### src/rtl/tick_level_pkg.sv
// tick_level_pkg: shared types and helpers for tick_to_level_gen.
//   gen_state_t : pulse generator states (IDLE, HIGH, GAP)
//   cnt_width() : width of the shared high/gap down-counter
package tick_level_pkg;

  typedef enum logic [1:0] {
    IDLE,
    HIGH,
    GAP
  } gen_state_t;

  // Counter must hold max(high_cycles, low_cycles) - 1; sized to the
  // larger phase length plus one so a value of 1 still gets a 1-bit counter.
  function automatic int unsigned cnt_width(input int unsigned high_cycles,
                                            input int unsigned low_cycles);
    int unsigned m;
    m = (high_cycles > low_cycles) ? high_cycles : low_cycles;
    return $clog2(m + 1);
  endfunction

endpackage

### src/rtl/tick_to_level_gen.sv
// tick_to_level_gen: turns single-cycle tick events into level pulses.
// Each accepted tick yields HIGH_CYCLES cycles of level=1 followed by at
// least LOW_CYCLES cycles of level=0, so a downstream rising-edge detector
// recovers one edge per accepted tick.
//
// Ports:
//   clk   in  system clock, rising edge
//   rst   in  synchronous active-high reset
//   tick  in  one-cycle event request
//   level out registered pulse output (high only in HIGH)
//   busy  out registered, high in HIGH and GAP
//   drop  out registered one-cycle pulse, cycle after a tick is discarded
//
// Build option: define TICK_LEVEL_QUEUE_EN to queue up to PEND_DEPTH ticks
// that arrive while busy; otherwise such ticks are discarded.
module tick_to_level_gen
  import tick_level_pkg::*;
#(
  parameter int unsigned HIGH_CYCLES = 4,
  parameter int unsigned LOW_CYCLES  = 2,
  parameter int unsigned PEND_DEPTH  = 3
) (
  input  logic clk,
  input  logic rst,
  input  logic tick,
  output logic level,
  output logic busy,
  output logic drop
);

  localparam int unsigned CW = cnt_width(HIGH_CYCLES, LOW_CYCLES);
  localparam logic [CW-1:0] HI_LOAD = CW'(HIGH_CYCLES - 1);
  localparam logic [CW-1:0] LO_LOAD = CW'(LOW_CYCLES - 1);

  if (HIGH_CYCLES == 0 || LOW_CYCLES == 0 || PEND_DEPTH == 0) begin : g_bad_cfg
    $error("tick_to_level_gen: HIGH_CYCLES, LOW_CYCLES and PEND_DEPTH must be >= 1");
  end

  gen_state_t    state, state_n;
  logic [CW-1:0] cnt, cnt_n;
  logic          drop_n;
  logic          queue_tick;

`ifdef TICK_LEVEL_QUEUE_EN
  localparam int unsigned PW = $clog2(PEND_DEPTH + 1);
  localparam logic [PW-1:0] PMAX = PW'(PEND_DEPTH);
  logic [PW-1:0] pending, pending_n;
`endif

  always_comb begin
    state_n    = state;
    cnt_n      = cnt;
    drop_n     = 1'b0;
    queue_tick = 1'b0;
`ifdef TICK_LEVEL_QUEUE_EN
    pending_n  = pending;
`endif
    case (state)
      IDLE: begin
        if (tick) begin
          state_n = HIGH;
          cnt_n   = HI_LOAD;
        end
      end
      HIGH: begin
        queue_tick = tick;
        if (cnt == '0) begin
          state_n = GAP;
          cnt_n   = LO_LOAD;
        end else begin
          cnt_n = cnt - CW'(1);
        end
      end
      GAP: begin
        if (cnt != '0) begin
          cnt_n      = cnt - CW'(1);
          queue_tick = tick;
        end else begin
`ifdef TICK_LEVEL_QUEUE_EN
          // A tick arriving with a non-empty queue is counted while the oldest
          // queued request is consumed, so pending nets out unchanged and
          // nothing is dropped even when the queue is full.
          if (pending != '0 || tick) begin
            state_n = HIGH;
            cnt_n   = HI_LOAD;
            if (pending != '0 && !tick)
              pending_n = pending - PW'(1);
          end else begin
            state_n = IDLE;
          end
`else
          if (tick) begin
            state_n = HIGH;
            cnt_n   = HI_LOAD;
          end else begin
            state_n = IDLE;
          end
`endif
        end
      end
      default: begin
        state_n = IDLE;
        cnt_n   = '0;
      end
    endcase

    if (queue_tick) begin
`ifdef TICK_LEVEL_QUEUE_EN
      if (pending < PMAX)
        pending_n = pending + PW'(1);
      else
        drop_n = 1'b1;
`else
      drop_n = 1'b1;
`endif
    end
  end

  // level/busy are registered from the next state so they line up with the
  // state register and have no combinational path from tick.
  always_ff @(posedge clk) begin
    if (rst) begin
      state   <= IDLE;
      cnt     <= '0;
      level   <= 1'b0;
      busy    <= 1'b0;
      drop    <= 1'b0;
`ifdef TICK_LEVEL_QUEUE_EN
      pending <= '0;
`endif
    end else begin
      state   <= state_n;
      cnt     <= cnt_n;
      level   <= (state_n == HIGH);
      busy    <= (state_n != IDLE);
      drop    <= drop_n;
`ifdef TICK_LEVEL_QUEUE_EN
      pending <= pending_n;
`endif
    end
  end

endmodule

### config.mk
export PLATFORM = sky130hd
export DESIGN_NAME = tick_to_level_gen
export DESIGN_NICKNAME = d
export VERILOG_FILES = /design/src/rtl/tick_level_pkg.sv /design/src/rtl/tick_to_level_gen.sv
export SDC_FILE = /design/constraint.sdc
export NUM_CORES = 1
export LEC_CHECK = 0
export ABC_CLOCK_PERIOD_IN_PS = 1600
export CAP_MARGIN = 10
export CORE_AREA = 4 4 41 43
export DETAILED_ROUTE_END_ITERATION = 6
export DIE_AREA = 0 0 45 47
export RECOVER_POWER = 50
export SYNTH_ARGS = -nofsm -noshare
export SYNTH_HDL_FRONTEND = slang
export SYNTH_SLANG_ARGS = --single-unit
export TNS_END_PERCENT = 20
### constraint.sdc
create_clock -name clk -period 1.6 [get_ports clk]
set_input_delay 0.16 -clock clk [delete_from_list [all_inputs] [get_ports clk]]
set_output_delay 0.16 -clock clk [all_outputs]
set_load 0.02 [all_outputs]
==> metrics.md <==
| Metric | Value |
|---|---|
| WL per Instance | between 10 and 15 um |
| Hpwl dp | around 760 um |
| Synth Register Bits | 8 |
| Sequential share of the synthesized area | 0.3404 |
| Setup Skew | 0.001873 ns |
| Crit path launch type | register |
| RSZ-0062 raised after global routing | false |
| Critical path's top delay family | simple AND/OR/NAND/NOR gates |
| Area delta synth->final | 22.87% |
| Worst slack at placement | 0.09115 ns |
| CP endpoint kind | register |
| Die height | between 40 and 50 um |
| Slack of the critical path | roughly 0.11 ns |
| Placed inst area | between 500 and 600 um2 |
| Final total power | slightly below 0.6 mW |
| Layout Cells excl Fill | 76 |
| # IOs | 6 |
| Post-Syn Nets | 61 |
| Count leader, synth | dfxtp_1 |
| Layout cells sized above 1 | 0.1639 |
| Die Width | roughly 45 um |
| # nets final | 73 |
| CP cell instances | inv_1, ha_1, nand4b_1, o311ai_2, and2_1, and2b_1 |
| Residual DRC | 0 |
| Number of DRC markers in iteration 0 | 7 |
| H-tree Lvls | 1 |
| Gr usage total | 0.1013 |
| Fmax | between 0.6 and 0.7 GHz |
| Worst slew margin | 0.7609 |
| PD cells | between 1000 and 1500 nW/um2 |
| Max Slew Vio Count | 0 |
| Postcts setup bufs | 0 |
| YS warnings | 0 |
| Leak | between 0.2 and 0.25 nW |
| Top cells by count, synth | 8 x dfxtp_1, 7 x ha_1, 5 x a21oi_1 |
| TritonCTS clock tree | yes |
| Yosys top cell area share | 0.3404 |
| Cell area after synthesis | 470.5 um2 |
| Starting Density | 0.3615 |
| GPL Wtd Cong | 0.7919 |
| Global route overflow | 0 |
| Worst skew pair latency | about 0.24 ns |
| Drt first pass iters | 4 |
| WP buf/inv | 1 |
| Critical path peak fanout | 5 |
| Deepest clock path buffer count | 2 |
| Fin crit share | 0.9339 |
| Avg Cell Area, Syn | slightly above 9 um2 |
| Maximum VDD drop | 0.0004548 V |
| Clock Sinks | 8 |
| Async set-reset flop share out of synthesis | 0 |
| Unique cell type count in the Yosys netlist | 21 |
| Vias | about 380 |
| DRT antenna net count | 0 |
| First-pass GRT wire length | 1573 um |
| Hold Crit Class | input port to register |
| Final wirelength | 911 um |
| Synth top area cells | dfxtp_1 34%, ha_1 19%, a21oi_1 5.3% |
| Rows | 13 |
| Initial antenna violation count | 0 |
| Synthesized instance count | 51 |
| Antenna cells | 0 |
| Maximum Capacitance Violations | 0 |
| CORE AREA | 1301 um2 |
| Status | complete, no violations |
| CP Data Arrival Time | roughly 1.6 ns |
| Critical path class | register to register |
| Number of synthesized flops with an enable pin | 0 |
| Worst path slowest cell | dfxtp_1 |
| Final Hold Violating Endpoints | 0 |
| Final setup vio count | 0 |
| Leading area contributor after synthesis | dfxtp_1 |
| Top_reg_cell synth | dfxtp_1 |
| Num CTS Buffers | 3 |
| Vias in the first global route | 376 |
| Clock transition at path regs | around 0.05 ns |
| Resize count post-CTS | 0 |
| CP Data Required Time | 1.74 ns |
| Vias/cell | about 5.0 |
| Final instance area | 578.1 um2 |
| Slew @ Worst Pin | 0.3496 ns |
| Tmin final | between 1 and 1.5 ns |
| Fin Setup TNS | 0 ns |
| Placed Cells | between 70 and 80 |
| Hold buffers post-CTS | 0 |
| IO Port Bufs | 5 |
| Die ar. | ~2100 um2 |
| Largest net degree at the start of global routing | 7 |
| Max stage delay on crit path | 0.38 ns |
| Root Buffer | clkbuf_4 |
-- state kept, by name (all words and copies together), names as in the netlist --
register,count
level,1
drop,1
cnt,3
state,2
busy,1
-- stage by stage --
step	utilization	hold WS, ns
floorplan	-	0.2360
global placement	0.4260	0.5898
detailed placement	0.4260	0.5855
CTS	0.4433	0.5797
global route	0.4442	0.5733
finish	0.4442	0.5676
-- cell type report --
type / count / area [um2]
inverter: 4 / 15.01
fill: 139 / 723.2
timing repair buffer: 7 / 65.06
clock buffer: 3 / 22.52
multi-input combinational: 39 / 296.5
tap: 15 / 18.77
sequential: 8 / 160.2
-- final timing paths --
check / slack [ns] / end / depth (start not counted) / from
max: 0.11 / level / 6 / state[0]
max reg2reg: 0.11 / level / 6 / state[0]
min reg2reg: 0.60 / cnt[2] / 2 / cnt[2]
min: 0.57 / cnt[2] / 2 / rst
-- layer usage --
layer,track usage,vias up,part of all wire
met5,0,-,0
met4,0,0,0
met1,0.1236,179,0.47
li1,-,197,-
met3,0.04981,0,0.044
met2,0.1723,5,0.49
-- report_power, final --
part / total, mW / switching [mW] / internal, mW
clock: 0.142 / 0.0566 / 0.0850
combinational: 0.209 / 0.114 / 0.0944
sequential: 0.242 / 0.0169 / 0.225
total: 0.592 / 0.188 / 0.405
-- placed cells by master (no fill, tap or decap), types with 3 or more instances in the layout --
cell and n:
a21oi_1 5, and2_1 3, clkbuf_4 3, dfxtp_1 8
dlygate4sd3_1 3, ha_1 7, inv_1 4, nand2_1 3
nor2_1 4
-- logic make-up (layout without fill, tap and decap cells) --
group | after synthesis | after routing | share of synthesized area
simple gates | 19 | 19 | 0.2234
buf+inv | 4 | 14 | 0.03191
fa+ha+maj | 7 | 7 | 0.1862
compound gates | 12 | 12 | 0.1942
mux | 1 | 1 | 0.02393
flops | 8 | 8 | 0.3404
Power figures use the tool's default switching activity.
